## config.mk

```make
export PLATFORM = sky130hd
export DESIGN_NAME = aes_out_serializer
export DESIGN_NICKNAME = d
export VERILOG_FILES = /design/src/rtl/aes_out_serializer.sv
export SDC_FILE = /design/constraint.sdc
export NUM_CORES = 1
export LEC_CHECK = 0
export BUFFER_PORTS_ARGS = -buffer_cell sky130_fd_sc_hd__buf_2
export CAP_MARGIN = 20
export CORE_AREA = 2 2 179 163
export CTS_BUF_LIST = sky130_fd_sc_hd__clkbuf_4 sky130_fd_sc_hd__clkbuf_8
export DETAILED_ROUTE_END_ITERATION = 6
export DIE_AREA = 0 0 181 165
export PLACE_DENSITY_LB_ADDON = 0.15
export REMOVE_ABC_BUFFERS = 1
export SETUP_SLACK_MARGIN = 0.3
export SYNTH_ARGS = -nofsm -noshare
export SYNTH_HDL_FRONTEND = slang
export SYNTH_SLANG_ARGS = --single-unit
```

## constraint.sdc

```tcl
create_clock -name AES_clk -period 28.6 [get_ports AES_clk]
set_input_delay 5.72 -clock AES_clk [delete_from_list [all_inputs] [get_ports AES_clk]]
set_output_delay 5.72 -clock AES_clk [all_outputs]
set_load 0.01 [all_outputs]
```

## src/rtl/aes_out_serializer.sv

```systemverilog
// aes_out_serializer: captures 128-bit ciphertext blocks on the rising edge of
// AES_data_out_valid into a small block FIFO and streams each block as four
// 32-bit words (MSW first) over a valid/ready interface.
module aes_out_serializer #(
  parameter int DEPTH = 2
) (
  input  logic         AES_clk,
  input  logic         AES_rst,
  input  logic         AES_data_out_valid,
  input  logic [127:0] AES_data_out,
  input  logic         ser_ready,
  input  logic         clr_overflow,
  output logic         ser_valid,
  output logic [31:0]  ser_data,
  output logic         ser_last,
  output logic [1:0]   ser_word_idx,
  output logic         buf_full,
  output logic         buf_empty,
  output logic         overflow,
  output logic [15:0]  blk_count
);

  localparam int AW = $clog2(DEPTH);
  localparam logic [AW:0] FULL_CNT = (AW+1)'(DEPTH);

  typedef enum logic {IDLE, STREAM} state_t;

  logic [127:0]  mem_q [DEPTH];
  logic [AW-1:0] wr_ptr_q, wr_ptr_d, rd_ptr_q, rd_ptr_d;
  logic [AW:0]   cnt_q, cnt_d;
  logic [1:0]    idx_q, idx_d;
  state_t        state_q, state_d;
  logic          prev_v_q;
  logic          ovf_q, ovf_d;
  logic [15:0]   blk_q, blk_d;

  logic          capture, xfer, pop, push_ok, drop;
  logic [127:0]  head;
  logic [31:0]   word;

  // ser_valid comes from state only, so ser_ready never reaches it combinationally.
  assign ser_valid = (state_q == STREAM);
  assign capture   = AES_data_out_valid & ~prev_v_q;
  assign xfer      = ser_valid & ser_ready;
  assign pop       = xfer & (idx_q == 2'd3);
  // A full FIFO still takes the push when the head is leaving on this edge.
  assign push_ok   = capture & ((cnt_q != FULL_CNT) | pop);
  assign drop      = capture & ~push_ok;

  // Next-state: pointers, occupancy, word index, FSM, sticky overflow, counter.
  always_comb begin
    wr_ptr_d = wr_ptr_q;
    rd_ptr_d = rd_ptr_q;
    cnt_d    = cnt_q;
    idx_d    = idx_q;
    blk_d    = blk_q;
    ovf_d    = ovf_q;
    if (push_ok) wr_ptr_d = wr_ptr_q + 1'b1;
    if (pop) begin
      rd_ptr_d = rd_ptr_q + 1'b1;
      blk_d    = blk_q + 16'd1;
    end
    case ({push_ok, pop})
      2'b10:   cnt_d = cnt_q + 1'b1;
      2'b01:   cnt_d = cnt_q - 1'b1;
      default: cnt_d = cnt_q;
    endcase
    if (xfer) idx_d = idx_q + 2'd1;   // 3 wraps to 0 on the pop
    // Set beats clear so a drop in the same cycle is never lost.
    if (drop)              ovf_d = 1'b1;
    else if (clr_overflow) ovf_d = 1'b0;
    // STREAM is held exactly while there is a block to send.
    state_d = (cnt_d != '0) ? STREAM : IDLE;
  end

  // State registers; prev_v resets high so a level held through reset is not captured.
  always_ff @(posedge AES_clk) begin
    if (AES_rst) begin
      wr_ptr_q <= '0;
      rd_ptr_q <= '0;
      cnt_q    <= '0;
      idx_q    <= 2'd0;
      state_q  <= IDLE;
      prev_v_q <= 1'b1;
      ovf_q    <= 1'b0;
      blk_q    <= 16'd0;
    end else begin
      wr_ptr_q <= wr_ptr_d;
      rd_ptr_q <= rd_ptr_d;
      cnt_q    <= cnt_d;
      idx_q    <= idx_d;
      state_q  <= state_d;
      prev_v_q <= AES_data_out_valid;
      ovf_q    <= ovf_d;
      blk_q    <= blk_d;
    end
  end

  // Block storage; contents need no reset since occupancy gates every read.
  always_ff @(posedge AES_clk) begin
    if (!AES_rst && push_ok) mem_q[wr_ptr_q] <= AES_data_out;
  end

  assign head = mem_q[rd_ptr_q];

  // Word select from the head entry, most significant word first.
  always_comb begin
    word = head[127:96];
    case (idx_q)
      2'd0: word = head[127:96];
      2'd1: word = head[95:64];
      2'd2: word = head[63:32];
      2'd3: word = head[31:0];
      default: word = head[127:96];
    endcase
  end

  assign ser_data     = ser_valid ? word : 32'd0;
  assign ser_last     = ser_valid & (idx_q == 2'd3);
  assign ser_word_idx = idx_q;
  assign buf_full     = (cnt_q == FULL_CNT);
  assign buf_empty    = (cnt_q == '0);
  assign overflow     = ovf_q;
  assign blk_count    = blk_q;

endmodule

```

# Yosys cells after proc, flatten, opt, wreduce, memory -nomap -nowiden
# Memory sizes are Yosys's and may differ from the RTL's. A register that Yosys moved wholly into a read port is not among the register bits.
# Cells that the tools add are included.
dict set report totals {
  input_bits 133
  memories 1
  reg_bits 25
  elab_cells 47
  ram_bits 256
}
dict set report classes {
  n_eq_ne 7
  n_reduce_logical 6
  n_addsub 6
  muxes 10
  bitwise 9
}
# memory depth width rd rd_ports_with_merged_regs wr line_no
set mem_list {}
lappend mem_list {mem_q 2 128 1 1 1 28} ;# logic [127:0] mem_q [DEPTH];
# operator n
set ops {}
lappend ops {{case mux 32 bit (4 select lines)} 1}
lappend ops {{2-to-1 mux 32 bit} 1}
lappend ops {{adder 16 x 1 -> 16 bit (second input constant)} 1}
lappend ops {{equality test 2 bit (second input constant)} 4}
lappend ops {{2-to-1 mux 1 bit} 7}
lappend ops {{AND 1 bit} 6}
lappend ops {{adder 2 x 1 -> 2 bit (second input constant)} 2}
lappend ops {{equality test 2 x 1 -> 1 bit (second input constant)} 2}
lappend ops {{zero test 2 bit} 2}
lappend ops {{case mux 2 bit (2 select lines)} 1}
lappend ops {{nonzero test 2 bit} 2}
lappend ops {{adder 1 bit (second input constant)} 2}
lappend ops {{!= test 2 bit (second input constant)} 1}
lappend ops {{inverter 1 bit} 2}
lappend ops {{subtractor 2 x 1 -> 2 bit (second input constant)} 1}
lappend ops {{logical AND 1 bit} 1}
lappend ops {{zero test 1 bit} 1}
lappend ops {{bitwise OR 1 bit} 1}

# Depth between registers and ports, before layout
dict set report depth {
  depth_word 8
  ltp_mapped 8
  ltp_nobuf 6
}

# Least setup slack after synthesis
# OpenSTA, ideal clock, no wires.
dict set report synth_path {
  kind {input to register}
  from {input port ser_ready}
  to {memory mem_q[1][0], enable pin}
  slack_ns 12.517
  setup_time_ns 0.798
  arrival_time_ns 15.285
  path_buffers 0
  path_stages 3
  cell_sequence {nand3_1 > a21o_1 > nor3b_1}
}
dict set report synth_between {
  elab_chain_len 7
}
# element line_no
set synth_rtl {}
lappend synth_rtl {{start, declared} 11} ;# input logic ser_ready,
lappend synth_rtl {{AND 1 bit} 44} ;# assign xfer = ser_valid & ser_ready;
lappend synth_rtl {{AND 1 bit} 45} ;# assign pop = xfer & (idx_q == 2'd3);
lappend synth_rtl {{bitwise OR 1 bit} 47} ;# assign push_ok = capture & ((cnt_q != FULL_CNT) | pop);
lappend synth_rtl {{AND 1 bit} 47}
lappend synth_rtl {{logical AND 1 bit} 101} ;# if (!AES_rst && push_ok) mem_q[wr_ptr_q] <= AES_data_out;
lappend synth_rtl {{2-to-1 mux 1 bit} 101}
lappend synth_rtl {{2-to-1 mux 1 bit (not written as such)} 101}
lappend synth_rtl {{end, declared} 28}
# Every way passes these cells.

==> impl_metrics.json <==
{
  "path_max_fanout": 49,
  "rows": 58,
  "synth_top_cell_by_area": "edfxtp_1",
  "rsz0062_at_grt": "false",
  "place_area_um2": 12300,
  "rr_worst_depth": 6,
  "worst_pin_slew_ps": 1090,
  "cts-hold-fix-buffers": 0,
  "clk_pin_slew_worst_paths_ps": 50,
  "power_uw": 832,
  "cts_setup_buffers": 0,
  "ys_seq_area_share_pct": 74.3,
  "worst_path_max_delay_cell": "dfxtp_4",
  "synth_compound_area_share_pct": 9.31,
  "pwr-share-seq_pct": 54.9,
  "post-synth-top-count-cell": "edfxtp_1",
  "synth_ff_type": "edfxtp_1",
  "drt_iter0_drc": 296,
  "fillers": 2536,
  "antenna_found_initial": 10,
  "finalSetupTns_ps": 0,
  "area_growth_pct": 20.2,
  "setup.worst_path.class": "flip-flop to primary output",
  "initial_core_util_pct": 39.6,
  "fin_ws_ps": 20060,
  "hold_depth": 2,
  "status": "complete, no violations",
  "gr-total-overflow": 0,
  "synth_top_family_by_area": "compound AO/OA/AOI/OAI gates",
  "drt-total-wl_um": 23900,
  "synth_xor_area_share_pct": 1.03,
  "synth_mux_area_share_pct": 6.26,
  "worstPathCellList": "buf_4 -> mux2_2 -> a211oi_1 -> nor2_1 -> buf_2",
  "cap_violations": 0,
  "end_kind": "primary output",
  "reg2reg_slack_ps": 24510,
  "min_path_type": "flip-flop to flip-flop",
  "async_flop_share_pct": 0,
  "cp.required_ps": 22880,
  "drive_above_1_share_pct": 33.0,
  "cellPowerDensity_nw_per_um2": 62.6,
  "yosys-top-cells-count": "256 x edfxtp_1, 73 x nand2_1, 51 x nor2_1, 41 x a21oi_1",
  "avgRoutedWirePerCell_um": 18.0,
  "combPwrFrac_pct": 3.8,
  "irDropWorstVdd_uv": 33.7,
  "synth_top_cells_by_area": "edfxtp_1 70%, dfxtp_1 4.7%, mux2_2 3.4%",
  "die_h_um": 165,
  "gp_congestion": 0.686,
  "internal_power_uw": 661,
  "place_ws_ps": 20100,
  "cts_buffers": 47,
  "p_switching_uw": 170,
  "dieArea_um2": 29900,
  "ios": 188,
  "num_vias": 6687,
  "cts_resized": 0,
  "period_share_pct": 29.9,
  "fin_cells": 1327,
  "critPathMaxStageDelay_ps": 680,
  "critical_path_buf_inv_count": 2,
  "setup_viol": 0,
  "synth_top_area_share_pct": 69.6,
  "track_usage_pct": 15.9,
  "nNetsFinal": 1063,
  "grt_pass1_wl_um": 36700,
  "synth_area_per_cell_um2": 15.2,
  "detail-route-antenna-nets": 0,
  "viasPerCell": 5.04,
  "dp_hpwl_um": 14100,
  "synth_adder_area_share_pct": 0.566,
  "fin_crit_ps": 8540,
  "pwr-share-clk_pct": 41.3,
  "synthDistinctLibCells": 41,
  "whs_ps": 478,
  "cp-start-kind": "flip-flop",
  "clock_latency_ps": 540,
  "portBuffers": 187,
  "final.setup_skew_ps": 19.9,
  "leakagePower_nw": 4.73,
  "synth_edf_count": 256,
  "syn_area_um2": 11000,
  "critPathArrivalTime_ps": 2820,
  "synth-seq-cells": 282,
  "ys_warn_count": 0,
  "cts.sinks": 282,
  "drt_pass1_iterations": 4,
  "final_max_slew_viol_count": 0,
  "hold_viol": 0,
  "worst-path-stages": 5,
  "cts_tree": "done",
  "grt_max_degree": 71,
  "drc": 0,
  "root_buffer": "clkbuf_8",
  "syn_inst": 728,
  "final_area_um2": 13300,
  "p_sw_share_pct": 20.5,
  "cts_max_level": 2,
  "utilization_pct": 47.7,
  "fmax_ghz": 0.117,
  "die_x_um": 181,
  "synth-simple-area-share_pct": 6.57,
  "dp_cells": 1236,
  "cp_top_family": "buffers and inverters",
  "clk_path_buf_depth": 3,
  "slew_headroom_pct": 27.0,
  "coreArea_um2": 27900,
  "grt_pass1_vias": 6766
}
==> power groups by stage <==
| stage | logic, mW | clock network (mW) | registers, mW |
|---|---|---|---|
| after global placement | 0.0302 | 0 | 0.466 |
| after floorplan | 0.0125 | 0 | 0.467 |
| after CTS | 0.0320 | 0.355 | 0.457 |
| after detailed placement | 0.0319 | 0 | 0.465 |
| final | 0.0314 | 0.343 | 0.457 |
| after global routing | 0.0353 | 0.375 | 0.457 |
==> layout by cell type (no fill, tap or decap), types with 3 or more instances in the layout <==
cell type	netlist	final
edfxtp_1	256	256
buf_2	8	187
nand2_1	73	73
nor2_1	51	51
clkbuf_8	0	51
a21oi_1	41	41
mux2_2	33	33
a221oi_1	33	33
a22oi_1	32	32
a211oi_1	32	32
mux2i_1	32	32
dfxtp_1	26	24
clkbuf_4	0	16
clkinv_1	0	11
buf_4	1	9
nand3_1	8	8
xnor2_1	7	7
clkinv_2	0	7
xor2_1	6	6
diode_2	0	5
o21ai_0	5	5
nor3_1	5	4
nand4_1	4	4
or3_1	4	4
ha_2	0	4
inv_1	3	3
nor2b_1	3	3
==> per-layer routing <==
metal / up-vias / GRT usage [%] / part of all wire [%]
li1: 3232 / - / -
met1: 3219 / 20.6 / 45
met2: 166 / 26.1 / 47
met3: 56 / 4.83 / 6.1
met4: 14 / 4.77 / 1.8
met5: - / 0 / 0.37
==> state kept, by name, summed over array words and instances (netlist names), named ones only <==
name and cells:
prev_v_q 1, blk_count 16, overflow 1, cnt_q 2, ser_word_idx 2, wr_ptr_q 1, rd_ptr_q 1, ser_valid 1
mem_q 256
==> worst register-to-register path, delay by kind of cell (launching register included) <==
family / cells / cell delay (ps)
buf+inv: 2 / 1560
simple gates: 2 / 430
fa+ha+maj: 1 / 960
flops: 1 / 430
compound gates: 1 / 280
==> path summary, 6_finish.rpt <==
kind,from,endpoint
min reg2reg,blk_count[15]$_SDFFE_PP0P_,blk_count[15]$_SDFFE_PP0P_
max,flip-flop,ser_data[30]
max reg2reg,ser_word_idx[1]$_SDFFE_PP0P_,mem_q[1][63]$_DFFE_PP_
min,blk_count[15]$_SDFFE_PP0P_,blk_count[15]$_SDFFE_PP0P_
==> cell type report <==
type	instances	area, um2	area share (%)
antenna	5	12.5	0.0942
timing repair buffer	197	1020	7.71
tap	360	450	3.39
multi-input combinational	394	2640	19.9
inverter	3	11.3	0.0848
clock buffer	67	822	6.19
clock inverter	19	106	0.801
sequential	282	8210	61.8
==> cells by family after synthesis <==
group,after synthesis
multiplexers,65
adder cells (fa/ha/maj),5
AND/OR/NAND/NOR,164
AO/OA/AOI/OAI,147
XOR/XNOR,13
buffers and inverters,52
flip-flops,282
No activity file was read; power rests on OpenSTA's default activity.
